**config.mk**
```make
export PLATFORM = sky130hd
export DESIGN_NAME = read_request_dispatcher
export DESIGN_NICKNAME = d
export VERILOG_FILES = /design/src/rtl/frontend_command_definition_pkg.sv /design/src/rtl/bank_credit_counter.sv /design/src/rtl/read_request_dispatcher.sv
export SDC_FILE = /design/constraint.sdc
export NUM_CORES = 1
export LEC_CHECK = 0
export ABC_AREA = 0
export CAP_MARGIN = 20
export CELL_PAD_IN_SITES_DETAIL_PLACEMENT = 1
export CELL_PAD_IN_SITES_GLOBAL_PLACEMENT = 1
export CORE_ASPECT_RATIO = 1.75
export CORE_MARGIN = 2
export CORE_UTILIZATION = 47
export CTS_BUF_LIST = sky130_fd_sc_hd__clkbuf_16
export CTS_CLUSTER_DIAMETER = 80
export CTS_CLUSTER_SIZE = 28
export DETAILED_ROUTE_END_ITERATION = 8
export GPL_TIMING_DRIVEN = 0
export PLACE_DENSITY_LB_ADDON = 0.1
export REMOVE_ABC_BUFFERS = 1
export SYNTH_ARGS = -nofsm -noshare
export SYNTH_HDL_FRONTEND = slang
export SYNTH_SLANG_ARGS = --single-unit
```
**constraint.sdc**
```tcl
create_clock -name i_clk -period 6.1 [get_ports i_clk]
set_clock_uncertainty 0.1 [all_clocks]
set_input_delay 1.525 -clock i_clk [delete_from_list [all_inputs] [get_ports i_clk]]
set_output_delay 1.525 -clock i_clk [all_outputs]
set_load 0.01 [all_outputs]
```
**src/rtl/frontend_command_definition_pkg.sv**
```systemverilog
// frontend_command_definition_pkg: read request format, sizing constants and dispatcher states
package frontend_command_definition_pkg;
    localparam int BANK_NUM        = 4;
    localparam int BANK_BITS       = $clog2(BANK_NUM);
    localparam int ROW_BITS        = 14;
    localparam int COL_BITS        = 10;
    localparam int ID_BITS         = 4;
    localparam int MAX_OUTSTANDING = 8;
    localparam int CREDIT_BITS     = $clog2(MAX_OUTSTANDING + 1);

    typedef struct packed {
        logic [ID_BITS-1:0]   id;
        logic [BANK_BITS-1:0] bank;
        logic [ROW_BITS-1:0]  row;
        logic [COL_BITS-1:0]  col;
    } read_req_t;

    typedef enum logic {S_IDLE, S_HOLD} disp_state_e;
endpackage

```
**src/rtl/bank_credit_counter.sv**
```systemverilog
// bank_credit_counter: saturating outstanding-read credit for one bank with a sticky overflow flag
module bank_credit_counter
    import frontend_command_definition_pkg::*;
(
    input  logic                   i_clk,
    input  logic                   i_rst_n,
    input  logic                   inc,
    input  logic                   dec,
    output logic [CREDIT_BITS-1:0] count,
    output logic                   zero,
    output logic                   full,
    output logic                   err
);
    assign zero = count == '0;
    assign full = count == CREDIT_BITS'(MAX_OUTSTANDING);

    always_ff @(posedge i_clk) begin
        if (!i_rst_n) begin
            count <= CREDIT_BITS'(MAX_OUTSTANDING);
            err   <= 1'b0;
        end else if (inc && !dec) begin
            if (full) err <= 1'b1;
            else count <= count + CREDIT_BITS'(1);
        end else if (dec && !inc && !zero) begin
            count <= count - CREDIT_BITS'(1);
        end
    end
endmodule

```
**src/rtl/read_request_dispatcher.sv**
```systemverilog
// read_request_dispatcher: pops FIFO read requests and dispatches them in order to credit-limited banks
module read_request_dispatcher
    import frontend_command_definition_pkg::*;
(
    input  logic                i_clk,
    input  logic                i_rst_n,
    input  read_req_t           i_fifo_data,
    input  logic                i_fifo_empty,
    output logic                o_fifo_rd_en,
    output logic [BANK_NUM-1:0] o_bank_valid,
    output read_req_t           o_bank_req,
    output logic                o_row_hit,
    input  logic [BANK_NUM-1:0] i_bank_ready,
    input  logic [BANK_NUM-1:0] i_bank_done,
    output logic                o_idle,
    output logic                o_credit_err
);
    disp_state_e            state;
    read_req_t              hold_q;
    logic [ROW_BITS-1:0]    open_row [BANK_NUM];
    logic [CREDIT_BITS-1:0] credit [BANK_NUM];
    logic [BANK_NUM-1:0]    row_valid, fire_vec, zero, full, err;
    logic [BANK_BITS-1:0]   b;
    logic                   held, fire;

    // Every output is forced to its reset value while reset is asserted
    assign b            = hold_q.bank;
    assign held         = i_rst_n && state == S_HOLD;
    assign o_bank_valid = (held && !zero[b]) ? BANK_NUM'(1) << b : '0;
    assign fire_vec     = o_bank_valid & i_bank_ready;
    assign fire         = |fire_vec;
    assign o_fifo_rd_en = i_rst_n && !i_fifo_empty && (state == S_IDLE || fire);
    assign o_bank_req   = i_rst_n ? hold_q : '0;
    assign o_row_hit    = held && row_valid[b] && open_row[b] == hold_q.row;
    assign o_idle       = !i_rst_n || (state == S_IDLE && &full);
    assign o_credit_err = i_rst_n && |err;

    for (genvar i = 0; i < BANK_NUM; i++) begin : g_credit
        bank_credit_counter u_credit (
            .i_clk   (i_clk),
            .i_rst_n (i_rst_n),
            .inc     (i_bank_done[i]),
            .dec     (fire_vec[i]),
            .count   (credit[i]),
            .zero    (zero[i]),
            .full    (full[i]),
            .err     (err[i])
        );
        always_ff @(posedge i_clk) begin : p_bound
            if (i_rst_n) assert (credit[i] <= CREDIT_BITS'(MAX_OUTSTANDING));
        end
    end

    always_ff @(posedge i_clk) begin
        if (!i_rst_n) begin
            state     <= S_IDLE;
            hold_q    <= '0;
            row_valid <= '0;
        end else begin
            if (o_fifo_rd_en) begin
                state  <= S_HOLD;
                hold_q <= i_fifo_data;
            end else if (fire) begin
                state <= S_IDLE;
            end
            if (fire) begin
                open_row[b]  <= hold_q.row;
                row_valid[b] <= 1'b1;
            end
        end
    end
endmodule

```
### Word-level counts from Yosys, hierarchy flattened

Memories as Yosys holds them, arrays and structs flattened. A register that Yosys moved wholly into a read port is not among the register bits.
Index checks and enable logic that the tools add are counted.
W data, S select, Z words.

| cells by class | value |
|---|---|
| add/sub/neg operators | 8 |
| magnitude comparators | 2 |
| equality and inequality tests | 9 |
| shift operators | 1 |
| mux-type cells | 27 |
| bitwise gates (word level) | 3 |
| reductions and logical operators | 58 |

Operators by type and width:

| operator | number |
|---|---|
| $mux W4 | 13 |
| $mux W30 | 1 |
| $logic_and A1 B1 Y1 | 21 |
| $add A4 B1 Y4 const B | 4 |
| $eq A4 B4 Y1 const B | 4 |
| $logic_not A4 Y1 | 4 |
| $reduce_and A2 Y1 | 8 |
| $sub A4 B1 Y4 const B | 4 |
| $logic_not A1 Y1 | 15 |
| $eq A14 B14 Y1 | 1 |
| $reduce_bool A2 Y1 | 5 |
| $mux W1 | 8 |
| $ne A2 B2 Y1 const B | 4 |
| $reduce_or A4 Y1 | 2 |
| $and A4 B4 Y4 | 1 |
| $bmux W1 S2 | 2 |
| $mux W2 | 2 |
| $or A4 B4 Y4 | 1 |
| $reduce_and A4 Y1 | 1 |
| $shl A1 B2 Y4 const A | 1 |
| $lt A2 B3 Y1 const B | 1 |
| $demux W1 S2 | 1 |
| $ge A2 B1 Y1 const B | 1 |
| $logic_or A1 B1 Y1 | 2 |
| $not A1 Y1 | 1 |

| word-level totals | value |
|---|---|
| register bits after elaboration | 55 |
| memory bits (writable) | 56 |
| input bits | 41 |
| output and inout port bits | 38 |
| word-level logic and storage cells | 123 |
| memories | 1 |

Memory list:

| name | words | width | read ports | clocked after Yosys merged registers in | write ports | line | RTL |
|---|---|---|---|---|---|---|---|
| open_row | 4 | 14 | 1 | 1 | 1 | read_request_dispatcher.sv:20 | `logic [ROW_BITS-1:0] open_row [BANK_NUM];` |

### Longest topological paths before layout

Gate-level depths: netlist (run 1).

| logic depth | value |
|---|---|
| depth in word-level cells | 12 |
| depth in mapped cells | 11 |
| gate-level depth less buffers | 9 |

### Modules after synthesis

A second synthesis (run 1) with hierarchy kept.

| second synthesis, totals | value |
|---|---|
| cell total of the unflattened synthesis | 409 |
| area total of the unflattened synthesis | 5,393.9 um^2 |

Modules (own cells, without submodules):

| module | times used | cells each | area each (um^2) | seq. area each (um^2) |
|---|---|---|---|---|
| read_request_dispatcher | 1 | 257 | 4,017.6 | 2,422.3 |
| bank_credit_counter | 4 | 38 | 344.1 | 100.1 |

### Worst setup path before layout (run 1)

No wires, ideal clock.

| timing path | value |
|---|---|
| path kind | input to output |
| start | input i_rst_n |
| end | output o_fifo_rd_en |
| arrival time | 2.910 ns |
| data required time | 4.475 ns |
| slack | 1.565 ns |
| cell stages on the path | 6 |
| path buffers | 2 |
| path through | clkbuf_1 -> o21ai_0 -> a2111oi_2 -> a41oi_4 -> buf_6 -> inv_1 |

| on the way | value |
|---|---|
| longest elaborated chain between the ends | 7 |
| elaborated cells on any way between the ends | 8 |
| classes of those cells | mux: 1; bitwise: 1; reduce/logical: 6 |

RTL lines:

| item | line | RTL |
|---|---|---|
| from (decl) | read_request_dispatcher.sv:6 | `input logic i_rst_n,` |
| $logic_and A1 B1 Y1 | read_request_dispatcher.sv:28 | `assign held = i_rst_n && state == S_HOLD;` |
| $logic_and A1 B1 Y1 | read_request_dispatcher.sv:29 | `assign o_bank_valid = (held && !zero[b]) ? BANK_NUM'(1) << b : '0;` |
| $mux W4 | read_request_dispatcher.sv:29 |  |
| $and A4 B4 Y4 | read_request_dispatcher.sv:30 | `assign fire_vec = o_bank_valid & i_bank_ready;` |
| $reduce_or A4 Y1 | read_request_dispatcher.sv:31 | `assign fire = \|fire_vec;` |
| $logic_or A1 B1 Y1 | read_request_dispatcher.sv:32 | `assign o_fifo_rd_en = i_rst_n && !i_fifo_empty && (state == S_IDLE \|\| fire);` |
| $logic_and A1 B1 Y1 (*) | read_request_dispatcher.sv:32 |  |
| to (decl) | read_request_dispatcher.sv:9 | `output logic o_fifo_rd_en,` |

Mark *: on every way between the ends. The rest lies on a longest branch, timed or not.

### Worst setup path after layout (run 1)

| timing path | value |
|---|---|
| start | input i_bank_ready[0] |
| end | output o_fifo_rd_en |

| on the way | value |
|---|---|
| longest elaborated chain between the ends | 4 |

RTL lines:

| item | line | RTL |
|---|---|---|
| from (decl) | read_request_dispatcher.sv:13 | `input logic [BANK_NUM-1:0] i_bank_ready,` |
| $and A4 B4 Y4 | read_request_dispatcher.sv:30 |  |
| $reduce_or A4 Y1 | read_request_dispatcher.sv:31 |  |
| $logic_or A1 B1 Y1 | read_request_dispatcher.sv:32 |  |
| $logic_and A1 B1 Y1 | read_request_dispatcher.sv:32 |  |

No other way between the ends.

==> metrics, run 1 <==
Synth Area in Adders=3.58%; final period utilization=95.9%; Reg clk slew, reported paths=0.05 ns; P_int=1.75 mW; DRC=0; CTS tree=done; initial antenna violation count=0; endpoints failing setup=0; pwr dens=377 nW/um^2; Psw=710 uW; GR Util All Layers=23.3%; Post-Route WL=12300 um; Die Width=82.3 um; FF/Latch Area=2820 sq um; outcome=finished, final reports clean; worst slew pin tran=0.892 ns; FILL cells=1048; largest net degree at the start of global routing=48; Synth Area in XOR/XNOR=3.83%; Iteration-0 DRC Markers=111; Final Hold Fails=0; share of cells above drive strength 1=18.8%; clk sinks=113; routability cong.=0.756; register area share after synthesis=56.0%; synthesis warning total=0; startpoint types=input pin; Worst Setup End Kind=primary output; combinational power share=22.4%; Main synth FF type=dfxtp_1; die area=11600 sq um; FP Rows=50; Max clock buf depth=2; clock share of power=37.6%; met2 GRT Util=40.7%; CTS H-tree depth=4; vias in the first global route=3776; core area=10600 sq um; Clk Latency, worst-skew pair=0.41 ns; Top Usage Layer GRT=met2; DRT Pass-1 Iters=4; post-cts sizing count=0; RSZ-0062 raised after global routing=no; Worst VDD drop=0.000242 V; Root Driver=clkbuf_16; fraction of registers with async set/reset=0%; hold buffers post-CTS=0; number of top-level pins=79; starting density of the core=47.6%; Max Fanout on Critical Path=22; Seq pwr share=40.1%; crit-path max cell delay=0.57 ns; hold path depth=2; Antenna diodes=0; NumNets Final=520; I/O Buffers=78; Max Slew Vio Count=0; max_cap viols=0; met3 usage=5.95%; P_leak=2.48 nW; P&R area growth vs syn=29.7%; Chip Height=141 um; final core occ=61.8%; Worst slew margin=40.4%; # Post-CTS Setup Buffers=0; post-route insts no fill=610; post-synthesis mux area share=15.1%; worst path cell trace=clkdlybuf4s50_1 > nor2b_1 > a311oi_1 > a2111oi_2 > a41oi_4 > buf_16 > inv_1 > clkdlybuf4s50_1; most frequent cells in the layout=clkdlybuf4s50_1, dfxtp_1, edfxtp_1; Pwr Total=2.46 mW; Synth Area in Compound Gates=5.89%; wire per inst=20.2 um; via/cell ratio=5.67; Critical Path Most Common Cell=clkdlybuf4s50_1; Syn Std Cell Area=5040 sq um; Final Critical Period=5.85 ns; Cells after Synth=383; simple logic cell fraction of the synthesized area=13.2%; Yosys reg bits=113; GRT overflow=0; dpl cells=577; Routed Antenna Nets=0; met1 Use GR=26.1%; Fmax=171 MHz; commonest non-fill, non-tap cell in the layout=clkdlybuf4s50_1; Mapped Avg Cell Area=13.1 sq um; Post-synth EDFFs=56; first-pass GRT wire length=19800 um; Sw Ratio=28.9%; CP required=4.47 ns; Worst EP arrival=4.23 ns; CTS buffer count=17; worst hold-check path type=flip-flop to flip-flop; Cell variety after synth=52; largest family of logic cells by synthesized area=multiplexers; Setup Slack @ Placement=0.311 ns; multi-input logic area=2090 sq um; Final TNS setup=0 ns; slowest CP cell=a2111oi_2; worst setup margin=0.249 ns; dpl hpwl=8090 um; r2r worst-path depth=9; Via Count=3458; Setup CP Type=input pin to primary output
[metal layers]
layer	vias to the layer above	share of wire, %
met4	0	1.8
met1	1763	38
met3	16	2.5
met5	-	0
li1	1610	-
met2	69	57
[power groups by stage]
stage          clock [mW]  combinational, mW  sequential (mW)
2_1_floorplan           0              0.375            0.968
3_3_place_gp            0              0.509            0.996
3_5_place_dp            0              0.540             1.00
4_1_cts             0.941              0.549            0.991
5_1_grt             0.977              0.621             1.00
6_report            0.925              0.550            0.986
[metrics by stage]
| stage | hold WS (ns) | instance area [sq um] |
|---|---|---|
| final | 0.352 | 6530 |
| after global routing | 0.381 | 6530 |
| after CTS | 0.354 | 6500 |
| after detailed placement | 0.341 | 5940 |
| after global placement | 0.330 | 5890 |
| after floorplan | 0.317 | 4950 |
[state kept, by name, indices dropped and copies added, names as in the netlist, named ones only]
name                     flops
hold_q                      28
g_credit.u_credit.count     16
row_valid                    4
open_row                    56
g_credit.u_credit.err        4
state                        1
b                            2
[worst max-delay path: cells and delay by family]
family          cells  cell delay (ns)
buf+inv             4             1.36
simple gates        1             0.24
compound gates      3             1.07
[final timing paths]
| kind | from | endpoint | slack, ns |
|---|---|---|---|
| worst min-delay path | row_valid[3] | row_valid[3] | 0.35 |
| worst max register to register | g_credit[1].u_credit.count[0] | g_credit[1].u_credit.count[3] | 2.71 |
| worst max-delay path | i_bank_ready[0] | o_fifo_rd_en | 0.25 |
| worst min register to register | row_valid[3] | row_valid[3] | 0.35 |
[cells by family (layout without fill, tap and decap cells)]
kind of cell             after synthesis  count (layout)
AND/OR/NAND/NOR                      119             119
adder cells (fa/ha/maj)               12              12
AO/OA/AOI/OAI                         38              38
flip-flops                           113             113
XOR/XNOR                              22              22
buffers and inverters                 26             123
multiplexers                          53              53
[cell usage after synthesis, drive strengths merged (2+ instances only)]
cell / number / area [sq um]
dfxtp: 57 / 1140
edfxtp: 56 / 1680
mux2: 33 / 372
and2: 29 / 181
nor2: 24 / 90.1
nand2: 18 / 67.6
xnor2: 16 / 140
mux4: 15 / 338
clkbuf: 13 / 48.8
ha: 8 / 100
inv: 8 / 30.0
nand3: 8 / 40.0
nor3: 8 / 40.0
o21ai: 7 / 35.0
a21o: 6 / 45.0
nor4: 6 / 37.5
xor2: 6 / 52.6
mux2i: 5 / 50.1
or4b: 5 / 50.1
a21oi: 4 / 20.0
buf: 4 / 38.8
fa: 4 / 80.1
nand4: 4 / 25.0
or4: 4 / 33.8
a2111oi: 3 / 32.5
a211oi: 3 / 22.5
a31oi: 3 / 18.8
nor4b: 3 / 26.3
a41oi: 2 / 36.3
and3: 2 / 12.5
o21a: 2 / 15.0
o32ai: 2 / 17.5
or3: 2 / 12.5
[cell type report]
| class | count | share of cell area, % |
|---|---|---|
| clock buffers | 20 | 7.66 |
| clock inverters | 12 | 0.958 |
| inverters | 9 | 0.517 |
| multi-input cells | 244 | 32.1 |
| flip-flops and latches | 113 | 43.2 |
| well taps | 130 | 2.49 |
| repair buffers | 82 | 13.1 |
No activity file was read; power rests on OpenSTA's default activity.
==> inputs of run 2 (changes only) <==
- CORE_UTILIZATION: 47 -> 44
- clock period: 6.1 -> 6.5 ns (I/O delays scaled with it)
==> metrics, run 2 (synthesized netlist as in run 1, its figures left out) <==
outcome=finished, final reports clean; CTS tree=done; vias in the first global route=3844; most frequent cells in the layout=clkdlybuf4s50_1, dfxtp_1, edfxtp_1; NumNets Final=519; share of cells above drive strength 1=18.6%; number of top-level pins=79; Biggest register=open_row; CTS buffer count=17; Chip Height=146 um; R2R Setup Slk=3.28 ns; via/cell ratio=5.62; Routed Antenna Nets=0; Final Critical Period=6.00 ns; worst slew pin tran=0.962 ns; Final Hold Fails=0; Antenna diodes=0; clk sinks=113; routability cong.=0.775; P_leak=2.45 nW; top flop regs=open_row: 56 flops, hold_q: 28 flops, g_credit.u_credit.count: 16 flops; startpoint types=input pin; final core occ=58.5%; pwr dens=361 nW/um^2; commonest non-fill, non-tap cell in the layout=clkdlybuf4s50_1; FP Rows=51; DRC=0; Reg clk slew, reported paths=0.05 ns; wire per inst=19.8 um; Clk Latency, worst-skew pair=0.41 ns; FILL cells=1123; P&R area growth vs syn=29.8%; endpoints failing setup=0; FF/Latch Area=2820 sq um; CP required=4.78 ns; Worst VDD drop=0.000254 V; post-cts sizing count=0; Root Driver=clkbuf_16; Via Count=3434; core area=11200 sq um; multi-input logic area=2090 sq um; worst hold-check path type=flip-flop to flip-flop; Fmax=167 MHz; GRT overflow=0; Max clock buf depth=2; Iteration-0 DRC Markers=158; GR Util All Layers=21.3%; dpl hpwl=8140 um; first-pass GRT wire length=20000 um; Max Slew Vio Count=0; RSZ-0062 raised after global routing=no; Worst Setup End Kind=primary output; Post-Route WL=12100 um; CTS H-tree depth=4; Die Width=84.9 um; starting density of the core=45.1%; hold buffers post-CTS=0; Setup CP Type=input pin to primary output; post-route insts no fill=611; die area=12400 sq um; max_cap viols=0; Worst EP arrival=4.28 ns; max reg flops=56; final period utilization=92.3%; largest net degree at the start of global routing=42; # Post-CTS Setup Buffers=0; initial antenna violation count=0; dpl cells=578; I/O Buffers=78; DRT Pass-1 Iters=5; Max Fanout on Critical Path=41; Worst slew margin=35.8%
## run 2: cell types whose count changed in the layout (fill, tap and decap cells not counted), sizes merged
cell      before  now
bufinv         0    3
clkinvlp       1    5
buf            5    3
inv           11    9
clkinv         9    7
clkbuf        20   18
## run 2: final timing paths
| path | start | end | cells past startpoint |
|---|---|---|---|
| worst max-delay path | i_rst_n | o_fifo_rd_en | 8 |
| worst max register to register | g_credit[1].u_credit.count[0] | g_credit[1].u_credit.count[3] | 9 |
| worst min register to register | row_valid[3] | row_valid[3] | 2 |
| worst min-delay path | row_valid[3] | row_valid[3] | 2 |
## run 2: final cells by class
| cell class | count | area share (%) |
|---|---|---|
| clock inverters | 15 | 2.56 |
| inverters | 9 | 0.517 |
| well taps | 132 | 2.53 |
| flip-flops and latches | 113 | 43.2 |
| multi-input cells | 244 | 32.0 |
| repair buffers | 81 | 12.7 |
| clock buffers | 17 | 6.51 |
## run 2: report_power, final
part	switching (mW)	leakage, nW	total [mW]	internal, mW
logic	0.241	1.20	0.508	0.267
registers	0.0992	0.976	0.927	0.827
clock network	0.328	0.276	0.925	0.597
total	0.668	2.45	2.36	1.69
## run 2: critical path, stage by stage
cell,delay [ns]
buf_2,0.26
buf_12,0.26
clkinv_1,0.50
nor3_1,0.49
a41oi_4,0.19
buf_16,0.30
inv_1,0.07
clkdlybuf4s50_1,0.53
## run 2: routing by layer
metal / vias up / GRT usage (%) / routed length (um) / share of wire [%]
met5: - / 0 / 0 / 0
li1: 1599 / - / - / -
met1: 1740 / 22.7 / 4600 / 38
met3: 24 / 5.10 / 412 / 3.4
met4: 0 / 9.84 / 278 / 2.3
met2: 71 / 38.7 / 6810 / 56
## run 2: metrics by stage
stage / worst slack (ns) / hold slack, ns / total power, mW / instance area [sq um] / setup TNS, ns
detailed placement: 0.432 / 0.341 / 1.45 / 5940 / 0
CTS: 0.414 / 0.350 / 2.39 / 6530 / 0
floorplan: 1.66 / 0.317 / 1.26 / 4950 / 0
global route: 0.285 / 0.375 / 2.49 / 6540 / 0
finish: 0.499 / 0.348 / 2.36 / 6540 / 0
global placement: -1.53 / 0.330 / 1.41 / 5890 / -3.31
==> inputs of run 3 (changes only) <==
- SYNTH_HIERARCHICAL: default -> 1
==> metrics, run 3 <==
register area share after synthesis=52.3%; R2R Setup Slk=3.40 ns; NumNets Final=559; Post-Route WL=13300 um; synthesis warning total=6; P_int=1.71 mW; Cells after Synth=409; most frequent cells in the layout=clkdlybuf4s50_1, dfxtp_1, edfxtp_1; worst path cell trace=buf_2 > buf_12 > nand2_1 > nor4_2 > or4_4 > nand3b_4 > inv_1 > clkdlybuf4s50_1; Iteration-0 DRC Markers=115; Max Fanout on Critical Path=44; starting density of the core=44.9%; core area=12000 sq um; Worst EP arrival=4.47 ns; Fmax=161 MHz; Worst VDD drop=0.000205 V; Root Driver=clkbuf_16; fraction of registers with async set/reset=0%; FP Rows=53; CTS tree=done; WHS Endpoint=row_valid[0]; min-delay src=row_valid[0]; largest net degree at the start of global routing=45; Syn Std Cell Area=5390 sq um; RSZ-0062 raised after global routing=no; Routed Antenna Nets=0; most common cell in the netlist=dfxtp_1; FILL cells=1179; CTS H-tree depth=4; top cell type's share of synthesized area=31.2%; via/cell ratio=5.30; worst slew pin tran=0.822 ns; combinational power share=22.3%; clk sinks=113; GR Util All Layers=21.7%; Worst Setup End Kind=primary output; P&R area growth vs syn=30.3%; # Post-CTS Setup Buffers=0; Final Hold Fails=0; post-route insts no fill=684; Sw Ratio=28.7%; r2r worst-path depth=5; startpoint types=input pin; slowest CP cell=nor4_2; pwr dens=342 nW/um^2; wire per inst=19.4 um; GRT overflow=0; Biggest register=open_row; DRC=0; outcome=finished, final reports clean; Yosys reg bits=113; CTS buffer count=17; initial antenna violation count=0; Setup CP Type=input pin to primary output; top flop regs=open_row: 56 flops, hold_q: 28 flops, g_credit.u_credit/count: 16 flops; dpl hpwl=9590 um; Final Critical Period=6.20 ns; first-pass GRT wire length=21500 um; fin area=7030 sq um; max_cap viols=0; endpoints failing setup=0; worst setup margin=0.302 ns; Yosys top cell by area=edfxtp_1; final period utilization=95.4%; P_leak=2.68 nW; hold path depth=1; Worst slew margin=44.7%; CP required=4.78 ns; share of cells above drive strength 1=20.6%; Antenna diodes=0; die area=13200 sq um; Main synth FF type=dfxtp_1; R2R Path Start=g_credit[2].u_credit/count[1]; Reg clk slew, reported paths=0.05 ns; Max Slew Vio Count=0; Setup Slack @ Placement=0.304 ns; Max clock buf depth=2; vias in the first global route=4147; Post-synth EDFFs=56; synth cell count leaders=dfxtp_1, edfxtp_1, and2_1; Die Width=87.7 um; Mapped Avg Cell Area=13.2 sq um; post-cts sizing count=0; Via Count=3622; hold buffers post-CTS=0; placed inst area=6420 sq um; Cell variety after synth=53; dpl cells=652; commonest non-fill, non-tap cell in the layout=clkdlybuf4s50_1; I/O Buffers=78; Chip Height=150 um; Seq pwr share=38.6%; number of top-level pins=79; final core occ=58.6%; crit-path max cell delay=0.59 ns; Psw=689 uW; clock share of power=39.2%; routability cong.=0.776; max reg flops=56; Clk Latency, worst-skew pair=0.40 ns; top post-synthesis cells by area=edfxtp_1, dfxtp_1, mux2_4, and2_1, xnor2_1; DRT Pass-1 Iters=6; worst hold-check path type=flip-flop to flip-flop
run 3: worst max-delay path by stage:
stage,start,end,slack (ns),cells after the start
2_1_floorplan,i_rst_n,o_fifo_rd_en,1.74,5
3_3_place_gp,i_rst_n,o_fifo_rd_en,-1.41,7
3_5_place_dp,i_rst_n,o_fifo_rd_en,0.30,8
4_1_cts,i_rst_n,o_fifo_rd_en,0.27,8
5_1_grt,i_rst_n,o_fifo_rd_en,0.12,8
6_report,i_rst_n,o_fifo_rd_en,0.30,8
run 3: through the flow:
stage	hold slack [ns]	setup TNS (ns)	power, mW
6_report	0.363	0	2.40
3_5_place_dp	0.337	0	1.48
3_3_place_gp	0.325	-23.16	1.43
4_1_cts	0.369	0	2.42
5_1_grt	0.385	0	2.52
2_1_floorplan	0.318	0	1.29
run 3: kinds of logic (layout without fill, tap and decap cells):
| kind of cell | count (synthesis) | after routing | share of synthesized area, % |
|---|---|---|---|
| buf+inv | 27 | 137 | 2.85 |
| xor+xnor | 28 | 28 | 4.55 |
| compound gates | 59 | 59 | 8.37 |
| flops | 113 | 113 | 52.3 |
| fa+ha+maj | 12 | 12 | 3.34 |
| simple gates | 114 | 114 | 13.5 |
| mux | 56 | 56 | 15.1 |
run 3: routing by layer:
layer,vias to the layer above,part of all wire (%),track usage [%]
li1,1710,-,-
met1,1835,38,23.3
met2,61,58,40.4
met3,16,1.9,4.44
met4,0,2.0,8.15
met5,-,0,0
run 3: final cells by class:
class | instances | area [sq um] | area share (%)
inverter | 17 | 63.8 | 0.908
multi-input combinational | 269 | 2440 | 34.7
sequential | 113 | 2820 | 40.1
timing repair buffer | 88 | 887 | 12.6
clock buffer | 20 | 500 | 7.12
clock inverter | 12 | 108 | 1.53
tap | 165 | 206 | 2.94
run 3: critical path: cells and delay by family:
family | cells | cell delay, ns
simple gates | 4 | 1.62
buf+inv | 4 | 1.18
run 3: power groups by stage:
stage | logic [mW] | registers, mW | clock network [mW]
floorplan | 0.380 | 0.909 | 0
global placement | 0.495 | 0.938 | 0
detailed placement | 0.537 | 0.942 | 0
CTS | 0.541 | 0.930 | 0.954
global route | 0.590 | 0.942 | 0.985
finish | 0.534 | 0.927 | 0.940
